<file path="config.mk">
export PLATFORM = sky130hd
export DESIGN_NAME = serial_mac_gen_flat
export DESIGN_NICKNAME = d
export VERILOG_FILES = /design/src/rtl/serial_mac_gen_if.sv /design/src/rtl/serial_mac_gen.sv /design/src/flat_wrapper.sv
export SDC_FILE = /design/constraint.sdc
export NUM_CORES = 1
export LEC_CHECK = 0
export CAP_MARGIN = 25
export CORE_MARGIN = 2
export CORE_UTILIZATION = 51
export CTS_CLUSTER_SIZE = 12
export DETAILED_ROUTE_END_ITERATION = 8
export GPL_TIMING_DRIVEN = 0
export PLACE_DENSITY = 0.78
export SLEW_MARGIN = 10
export SYNTH_ARGS = -nofsm -noshare
export SYNTH_HDL_FRONTEND = slang
export SYNTH_SLANG_ARGS = --single-unit
</file>
<file path="constraint.sdc">
create_clock -name clk -period 3.4 [get_ports clk]
set_clock_uncertainty 0.2 [all_clocks]
set_input_delay 0.34 -clock clk [delete_from_list [all_inputs] [get_ports clk]]
set_output_delay 0.34 -clock clk [all_outputs]
set_load 0.005 [all_outputs]
</file>
<file path="src/rtl/serial_mac_gen_if.sv">
// Serial MAC request/response bundle.
// master drives operands and start, slave returns the result stream.
interface serial_mac_gen_if;
  logic start;
  logic clear_acc;
  logic a_sin;
  logic b_sin;
  logic busy;
  logic res_sout;
  logic res_valid;
  logic carry_out;
  logic finish;

  modport master (
    output start, clear_acc, a_sin, b_sin,
    input  busy, res_sout, res_valid,
    input  carry_out, finish
  );

  modport slave (
    input  start, clear_acc, a_sin, b_sin,
    output busy, res_sout, res_valid,
    output carry_out, finish
  );
endinterface

</file>
<file path="src/rtl/serial_mac_gen.sv">
// Bit-serial unsigned multiply-accumulate.
// Operands load LSB first, the accumulator streams out LSB first.
module serial_mac_gen #(
  parameter int OP_W  = 8,
  parameter int ACC_W = 20
) (
  input logic             clk,
  input logic             reset_n,
  serial_mac_gen_if.slave io
);

  localparam int MAXW  = (OP_W > ACC_W) ? OP_W : ACC_W;
  localparam int CNT_W = $clog2(MAXW);
  localparam int PW    = 2 * OP_W;

  if (OP_W < 2 || OP_W > 32) begin : g_op_chk
    $error("serial_mac_gen: OP_W must be 2..32");
  end
  if (ACC_W < 2 * OP_W) begin : g_acc_chk
    $error("serial_mac_gen: ACC_W must be >= 2*OP_W");
  end

  typedef enum logic [2:0] {
    S_IDLE,
    S_LOAD,
    S_MUL,
    S_ACC,
    S_OUT,
    S_DONE
  } state_t;

  state_t            state;
  state_t            state_nx;
  logic [CNT_W-1:0]  cnt;
  logic              clr_q;
  logic [OP_W-1:0]   a_q;
  logic [OP_W-1:0]   b_q;
  logic [PW-1:0]     prod;
  logic [ACC_W-1:0]  acc;
  logic              carry;

  logic              op_last;
  logic              acc_last;
  logic [OP_W-1:0]   b_sh;
  logic [ACC_W-1:0]  acc_sh;
  logic [ACC_W-1:0]  acc_base;
  logic [ACC_W:0]    sum;

  assign op_last  = (cnt == CNT_W'(OP_W - 1));
  assign acc_last = (cnt == CNT_W'(ACC_W - 1));
  assign b_sh     = b_q >> cnt;
  assign acc_sh   = acc >> cnt;
  assign acc_base = clr_q ? '0 : acc;
  assign sum      = {1'b0, acc_base}
                  + (ACC_W + 1)'(prod);

  always_ff @(posedge clk or negedge reset_n) begin
    if (!reset_n) state <= S_IDLE;
    else          state <= state_nx;
  end

  always_comb begin
    state_nx = state;
    unique case (state)
      S_IDLE: if (io.start) state_nx = S_LOAD;
      S_LOAD: if (op_last)  state_nx = S_MUL;
      S_MUL:  if (op_last)  state_nx = S_ACC;
      S_ACC:                state_nx = S_OUT;
      S_OUT:  if (acc_last) state_nx = S_DONE;
      S_DONE:               state_nx = S_IDLE;
      default:              state_nx = S_IDLE;
    endcase
  end

  always_comb begin
    io.busy      = (state != S_IDLE);
    io.res_valid = 1'b0;
    io.res_sout  = 1'b0;
    io.finish    = 1'b0;
    io.carry_out = carry;
    unique case (state)
      S_OUT: begin
        io.res_valid = 1'b1;
        io.res_sout  = acc_sh[0];
      end
      S_DONE:  io.finish = 1'b1;
      default: ;
    endcase
  end

  always_ff @(posedge clk or negedge reset_n) begin
    if (!reset_n) begin
      cnt   <= '0;
      clr_q <= 1'b0;
      a_q   <= '0;
      b_q   <= '0;
      prod  <= '0;
      acc   <= '0;
      carry <= 1'b0;
    end else begin
      unique case (state)
        S_IDLE: if (io.start) begin
          cnt   <= '0;
          clr_q <= io.clear_acc;
          a_q   <= '0;
          b_q   <= '0;
          prod  <= '0;
          if (io.clear_acc) carry <= 1'b0;
        end
        S_LOAD: begin
          a_q <= a_q | (OP_W'(io.a_sin) << cnt);
          b_q <= b_q | (OP_W'(io.b_sin) << cnt);
          cnt <= op_last ? '0 : cnt + 1'b1;
        end
        S_MUL: begin
          if (b_sh[0])
            prod <= prod + (PW'(a_q) << cnt);
          cnt <= op_last ? '0 : cnt + 1'b1;
        end
        S_ACC: begin
          acc <= sum[ACC_W-1:0];
          if (sum[ACC_W]) carry <= 1'b1;
          cnt <= '0;
        end
        S_OUT:   cnt <= acc_last ? '0 : cnt + 1'b1;
        default: ;
      endcase
    end
  end

endmodule

</file>
<file path="src/flat_wrapper.sv">
// flat-port wrapper written by rule: the top's interface ports become plain ports
module serial_mac_gen_flat 
#(
  parameter int OP_W  = 8,
  parameter int ACC_W = 20
)
  (clk, reset_n, io_start, io_clear_acc, io_a_sin, io_b_sin, io_busy, io_res_sout, io_res_valid, io_carry_out, io_finish);
  serial_mac_gen_if io_i ();
  input logic clk;
  input logic reset_n;
  input wire logic [$bits(io_i.start)-1:0] io_start;
  input wire logic [$bits(io_i.clear_acc)-1:0] io_clear_acc;
  input wire logic [$bits(io_i.a_sin)-1:0] io_a_sin;
  input wire logic [$bits(io_i.b_sin)-1:0] io_b_sin;
  output wire logic [$bits(io_i.busy)-1:0] io_busy;
  output wire logic [$bits(io_i.res_sout)-1:0] io_res_sout;
  output wire logic [$bits(io_i.res_valid)-1:0] io_res_valid;
  output wire logic [$bits(io_i.carry_out)-1:0] io_carry_out;
  output wire logic [$bits(io_i.finish)-1:0] io_finish;
  assign io_i.start = io_start;
  assign io_i.clear_acc = io_clear_acc;
  assign io_i.a_sin = io_a_sin;
  assign io_i.b_sin = io_b_sin;
  assign io_busy = io_i.busy;
  assign io_res_sout = io_i.res_sout;
  assign io_res_valid = io_i.res_valid;
  assign io_carry_out = io_i.carry_out;
  assign io_finish = io_i.finish;
  serial_mac_gen #(.OP_W(OP_W), .ACC_W(ACC_W)) u_core (.clk(clk), .reset_n(reset_n), .io(io_i));
endmodule
</file>
[Word-level counts from Yosys, hierarchy flattened]
Index checks and enable logic that the tools add are counted.
Cells by class
  $add $sub $neg: 3
  equality and inequality tests: 14
  shift operators: 5
  mux-type cells: 23
  bitwise logic cells: 2
  reduce and logical (&&, ||, !) cells: 13
Operators by type and width (number)
  two-way mux 16 bit: 2
  case mux 16 bit (2 select lines): 1
  case mux 8 bit (2 select lines): 2
  adder 20 x 16 -> 21 bit: 1
  two-way mux 20 bit: 1
  case mux 5 bit (4 select lines): 1
  >> shifter 20 x 5 -> 1 bit: 1
  adder 16 bit: 1
  bitwise OR 8 bit: 2
  << shifter 1 x 5 -> 8 bit: 2
  << shifter 8 x 5 -> 16 bit: 1
  two-way mux 5 bit: 3
  case mux 3 bit (5 select lines): 1
  two-way mux 3 bit: 4
  != test 2 x 1 -> 1 bit, second input constant: 5
  two-way mux 8 bit: 1
  AND reduction 4 bit: 2
  >> shifter 8 x 5 -> 1 bit: 1
  equality test 3 x 2 -> 1 bit, second input constant: 2
  equality test 3 bit, second input constant: 2
  two-way mux 1 bit: 6
  AND reduction 2 bit: 3
  nonzero test 2 bit: 3
  adder 5 x 1 -> 5 bit, second input constant: 1
  other kinds (10): 11
Word-level totals
  flip-flop bits (word level): 62
  output and inout port bits: 5
  logic and storage cells: 68

[Logic depth before layout (Yosys ltp)]
  word-level depth: 4
  depth in mapped cells: 18
  mapped depth without buffers: 16

[Worst setup path after synthesis]
No wires, ideal clock.
  path type: reg-to-reg
  from: register u_core.cnt[0]
  to: register u_core.prod[15]
  setup time: 0.128 ns
  data arrival time: 3.057 ns
  path slack: 0.015 ns
  stages on the path, launching flop included: 16
  path through: dfrtp_1 -> buf_6 -> buf_4 -> mux2_2 -> mux2_2 -> mux2_2 -> nor3b_1 -> ha_1 -> a21oi_1 -> nor2_1 -> a211oi_1 -> o31a_1 -> o21ai_0 -> xnor2_1 -> a21oi_1 -> o22ai_1
On the way
  longest elaborated chain between the ends: 4
  elaborated cells between the ends (all ways): 7
  those cells by class: add/sub (1); eq/ne (1); shift (2); mux (2); reduce/logical (1)
Ends and longest elaborated chain
  start, declared: RTL line serial_mac_gen.sv:34  | logic [CNT_W-1:0] cnt;
  start signal, assigned: RTL line serial_mac_gen.sv:113  | cnt <= op_last ? '0 : cnt + 1'b1;
  start signal, assigned: RTL line serial_mac_gen.sv:118  | cnt <= op_last ? '0 : cnt + 1'b1;
  start signal, assigned: RTL line serial_mac_gen.sv:125  | S_OUT: cnt <= acc_last ? '0 : cnt + 1'b1;
  << shifter 8 x 5 -> 16 bit: RTL line serial_mac_gen.sv:117  | prod <= prod + (PW'(a_q) << cnt);
  adder 16 bit: RTL line serial_mac_gen.sv:117
  two-way mux 16 bit: RTL line serial_mac_gen.sv:116  | if (b_sh[0])
  case mux 16 bit (2 select lines): RTL line serial_mac_gen.sv:101  | unique case (state)
  end signal, assigned: RTL line serial_mac_gen.sv:117
  end, declared: RTL line serial_mac_gen.sv:38  | logic [PW-1:0] prod;
Parallel ways exist; a longest one is shown, timed or not. The select of a mux whose other input is x is not followed.
A chain may end at the register's enable or synchronous reset.

[Worst setup path after layout]
Ends and elaborated chain as after synthesis.

==> results.py <==
metrics = {
    "status": {
        "outcome": "completed",
    },
    "finish": {
        "multiInputGateArea_um2": 3310,
        "seqCellArea_um2": 1560,
        "area_growth_pct": 20.0,
        "fin_util_pct": 62.4,
        "final_area_um2": 5710,
        "drive_gt1_share_pct": 20.4,
        "nets": 620,
        "diodes": 0,
        "fillerInstances": 742,
    },
    "critical_path": {
        "reg2reg_from": "u_core.cnt[0]$_DFFE_PN0P_",
        "arrival_ns": 3.37,
        "crit_path_end": "u_core.prod[15]$_DFFE_PN0P_",
        "crit_fanout": 7,
        "start_kind": "flop",
        "r2r_slack_ns": 0.06,
        "cp-startpoint": "u_core.cnt[0]$_DFFE_PN0P_",
        "crit_slowest_cell": "dfrtp_2",
        "crit_chain": "buf_8 > mux2_4 > mux2_4 > mux2_4 > nor3b_4 > ha_4 > buf_4 > nand2_1 > o31a_1 > o21ai_2 > xnor2_2 > a21oi_1 > o22ai_1",
        "crit_path_max_incr_delay_ns": 0.45,
        "crit_path_end_kind": "flop",
        "r2r-end": "u_core.prod[15]$_DFFE_PN0P_",
        "cpMostUsedCell": "mux2_4",
        "path_depth": 13,
        "crit_family": "multiplexers",
        "path_class": "reg -> reg",
        "critPathBufInv": 2,
        "reg2reg_depth": 13,
        "required_ns": 3.44,
    },
    "pwr": {
        "clkPwrFrac_pct": 19.0,
        "netSwitchingFraction_pct": 42.0,
        "intPower_w": 0.00230,
        "total_leakage_power_nw": 2.55,
        "irDropWorstVdd_mv": 0.296,
        "seqPwrFrac_pct": 26.5,
        "power.density_nw_per_um2": 694,
        "combPwrFrac_pct": 54.5,
        "switchingPower_w": 0.00166,
    },
    "synthesis": {
        "muxShareOfSynthArea_pct": 8.57,
        "syn_nets": 579,
        "synth_area_leaders": "dfrtp_1, ha_1, o21ai_0, nand2_1, a21oi_1",
        "yosysSeqAreaShare_pct": 32.6,
        "yosysUniqueCellTypes": 58,
        "ys_async_sr_fraction_pct": 100,
        "synth_ff_type": "dfrtp_1",
        "synth-compound-area-share_pct": 21.5,
        "synth_top_family_by_area": "compound AO/OA/AOI/OAI gates",
        "synth_area_um2": 4760,
        "syn_avg_cell_area_um2": 8.83,
        "yosysTopAreaCell": "dfrtp_1",
        "synth_top_area_share_pct": 32.6,
        "synth_edf_count": 0,
        "synth-xor-area-share_pct": 5.15,
        "synthAdderAreaFrac_pct": 9.26,
        "ys_ff_latch": 62,
        "synthSimpleGateAreaFrac_pct": 19.0,
        "syn_inst": 539,
        "yosys_warnings": 0,
    },
    "grt": {
        "grt_use_total_pct": 26.4,
        "grt-ovfl-total": 0,
        "antenna_found_initial": 0,
        "grt_pass1_vias": 4138,
        "grt_max_degree": 63,
        "grt_pass1_wl_mm": 20.8,
    },
    "timing": {
        "hold_viol_final": 0,
        "rsz0062_at_grt": "yes",
        "slew_headroom_pct": 43.4,
        "whs_ns": 0.285,
        "fin_crit_sh_pct": 98.1,
        "setup_tns_ns": 0,
        "post-route-min-period_ns": 3.34,
        "fmax_mhz": 300,
        "setup_viol": 0,
        "tightest_slew_ns": 0.843,
        "finalMaxSlewViolations": 0,
    },
    "die": {
        "ios": 11,
        "initial_core_util_pct": 52.0,
        "num_rows": 35,
        "core_area_um2": 9150,
        "die_y_um": 101,
        "die-area_um2": 10100,
        "die_w_um": 101,
    },
    "cts": {
        "path_clk_slew_ns": 0.07,
        "cts_buffer_depth": 2,
        "root_buffer": "clkbuf_8",
        "cts_max_level": 3,
        "cts.sink_count": 62,
        "cts_buffers": 9,
        "cts_tree": "yes",
        "insertion_delay_ns": 0.36,
    },
    "route": {
        "post_drt_wl_per_cell_um": 19.0,
        "drt-initial-drc-count": 295,
        "vias": 4382,
        "dr.pass1.iters": 5,
        "drc": 0,
        "drt_wl_total_mm": 13.2,
        "routed_via_density": 6.31,
        "postRouteAntennaNets": 0,
    },
    "worst_hold_path": {
        "hold_class": "reg -> reg",
    },
    "placement": {
        "port_buffers": 10,
        "dpl.hpwl_mm": 9.24,
        "placed_cell_area_um2": 4990,
        "place_congestion": 0.910,
    },
    "run": {
        "cap_violations": 0,
    },
}
power groups by stage:
| stage | Combinational (W) | Clock, W | Sequential, W |
|---|---|---|---|
| global placement | 0.00159 | 0 | 0.00103 |
| CTS | 0.00180 | 0.000756 | 0.00105 |
| floorplan | 0.00124 | 0 | 0.000988 |
| global route | 0.00233 | 0.000783 | 0.00107 |
| detailed placement | 0.00163 | 0 | 0.00104 |
| finish | 0.00216 | 0.000753 | 0.00105 |
metrics by stage:
step | std cells | setup WS, ns | power [W]
after CTS | 685 | -0.0729 | 0.00361
after global placement | 660 | -0.746 | 0.00261
after floorplan | 539 | 0.0148 | 0.00222
after detailed placement | 660 | -0.798 | 0.00267
final | 695 | 0.0634 | 0.00396
after global routing | 695 | -0.0921 | 0.00419
sequential cells by signal, summed over array words and instances, names as in the netlist:
| register | cells |
|---|---|
| u_core.cnt | 5 |
| u_core.prod | 16 |
| u_core.state | 3 |
| u_core.io.carry_out | 1 |
| u_core.clr_q | 1 |
| u_core.acc | 20 |
| u_core.b_q | 8 |
| u_core.a_q | 8 |
worst reg2reg max path, delay by kind of cell, from the launching register on:
kind / cells / cell delay (ns)
adder cells (fa/ha/maj): 1 / 0.31
XOR/XNOR: 1 / 0.12
flip-flops: 1 / 0.45
buffers and inverters: 2 / 0.28
AND/OR/NAND/NOR: 2 / 0.23
AO/OA/AOI/OAI: 4 / 0.79
multiplexers: 3 / 0.88
synth_stat cells (2+ instances only):
master,count
buf_1,2
fa_1,2
ha_1,32
and3_1,2
o22ai_1,2
a21oi_1,37
o31ai_1,6
and3b_1,2
nor2b_1,21
o21ai_1,2
buf_2,4
nand2b_1,11
a32o_1,4
mux4_2,4
o21ai_0,54
nand3_1,8
nor2_1,35
nand2_1,71
or3_1,2
dfrtp_1,62
mux2_2,10
clkbuf_1,14
nor3b_1,6
inv_1,14
a21o_1,17
a22o_1,6
xor2_1,7
a22oi_1,3
a2111oi_0,2
mux4_1,4
a221o_1,2
xnor2_1,21
buf_6,4
and4_1,2
nor3_1,13
o21bai_1,6
a31oi_1,7
nor4_1,3
mux2i_1,10
a211oi_1,7
timing repair:
action	4_1_cts	5_1_grt
buffers inserted	11	12
hold buffers	1	0
endpoints found under the hold margin	62	0
pin swaps	13	21
setup endpoints to repair	14	13
gates resized for setup	36	51
cloned	0	0
cells in the final DEF, fill, tap and decap left out, types with 10 or more instances in the layout:
| cell | count |
|---|---|
| a21oi_1 | 30 |
| dfrtp_1 | 57 |
| clkbuf_1 | 10 |
| a21o_1 | 17 |
| nand2b_1 | 10 |
| nor3_1 | 12 |
| inv_1 | 14 |
| xnor2_1 | 20 |
| nor2_1 | 31 |
| clkbuf_8 | 11 |
| nor2b_1 | 21 |
| buf_4 | 24 |
| o21ai_0 | 47 |
| nand2_1 | 70 |
| ha_1 | 23 |
kinds of logic after synthesis:
group	Yosys count
buffers and inverters	39
XOR/XNOR	28
AND/OR/NAND/NOR	184
adder cells (fa/ha/maj)	34
flip-flops	62
AO/OA/AOI/OAI	164
multiplexers	28
layer usage:
layer	track usage, %	part of all wire (%)	vias up
li1	-	-	2038
met1	34.4	43	2142
met2	42.5	47	167
met3	6.24	6.9	35
met4	10.5	3.0	0
met5	0	0	-
cell type report:
class | instances | area share, %
Tap cell | 111 | 2.43
Timing Repair Buffer | 34 | 4.97
Clock buffer | 11 | 2.65
Buffer | 21 | 2.48
Inverter | 14 | 0.920
Sequential cell | 62 | 27.3
Clock inverter | 4 | 1.23
Multi-Input combinational cell | 438 | 58.0
how the worst min path moves through the flow:
| stage | startpoint | cells after the start | to | slack [ns] |
|---|---|---|---|---|
| after floorplan | reset_n | 0 | u_core.a_q[0]$_DFFE_PN0P_ | -0.16 |
| after detailed placement | u_core.b_q[2]$_DFFE_PN0P_ | 2 | u_core.b_q[2]$_DFFE_PN0P_ | 0.27 |
| after global routing | u_core.b_q[7]$_DFFE_PN0P_ | 2 | u_core.b_q[7]$_DFFE_PN0P_ | 0.31 |
| after CTS | u_core.b_q[2]$_DFFE_PN0P_ | 2 | u_core.b_q[2]$_DFFE_PN0P_ | 0.28 |
| final | u_core.b_q[2]$_DFFE_PN0P_ | 2 | u_core.b_q[2]$_DFFE_PN0P_ | 0.28 |
| after global placement | u_core.b_q[3]$_DFFE_PN0P_ | 2 | u_core.b_q[3]$_DFFE_PN0P_ | 0.26 |
No activity file was read; power rests on OpenSTA's default activity.
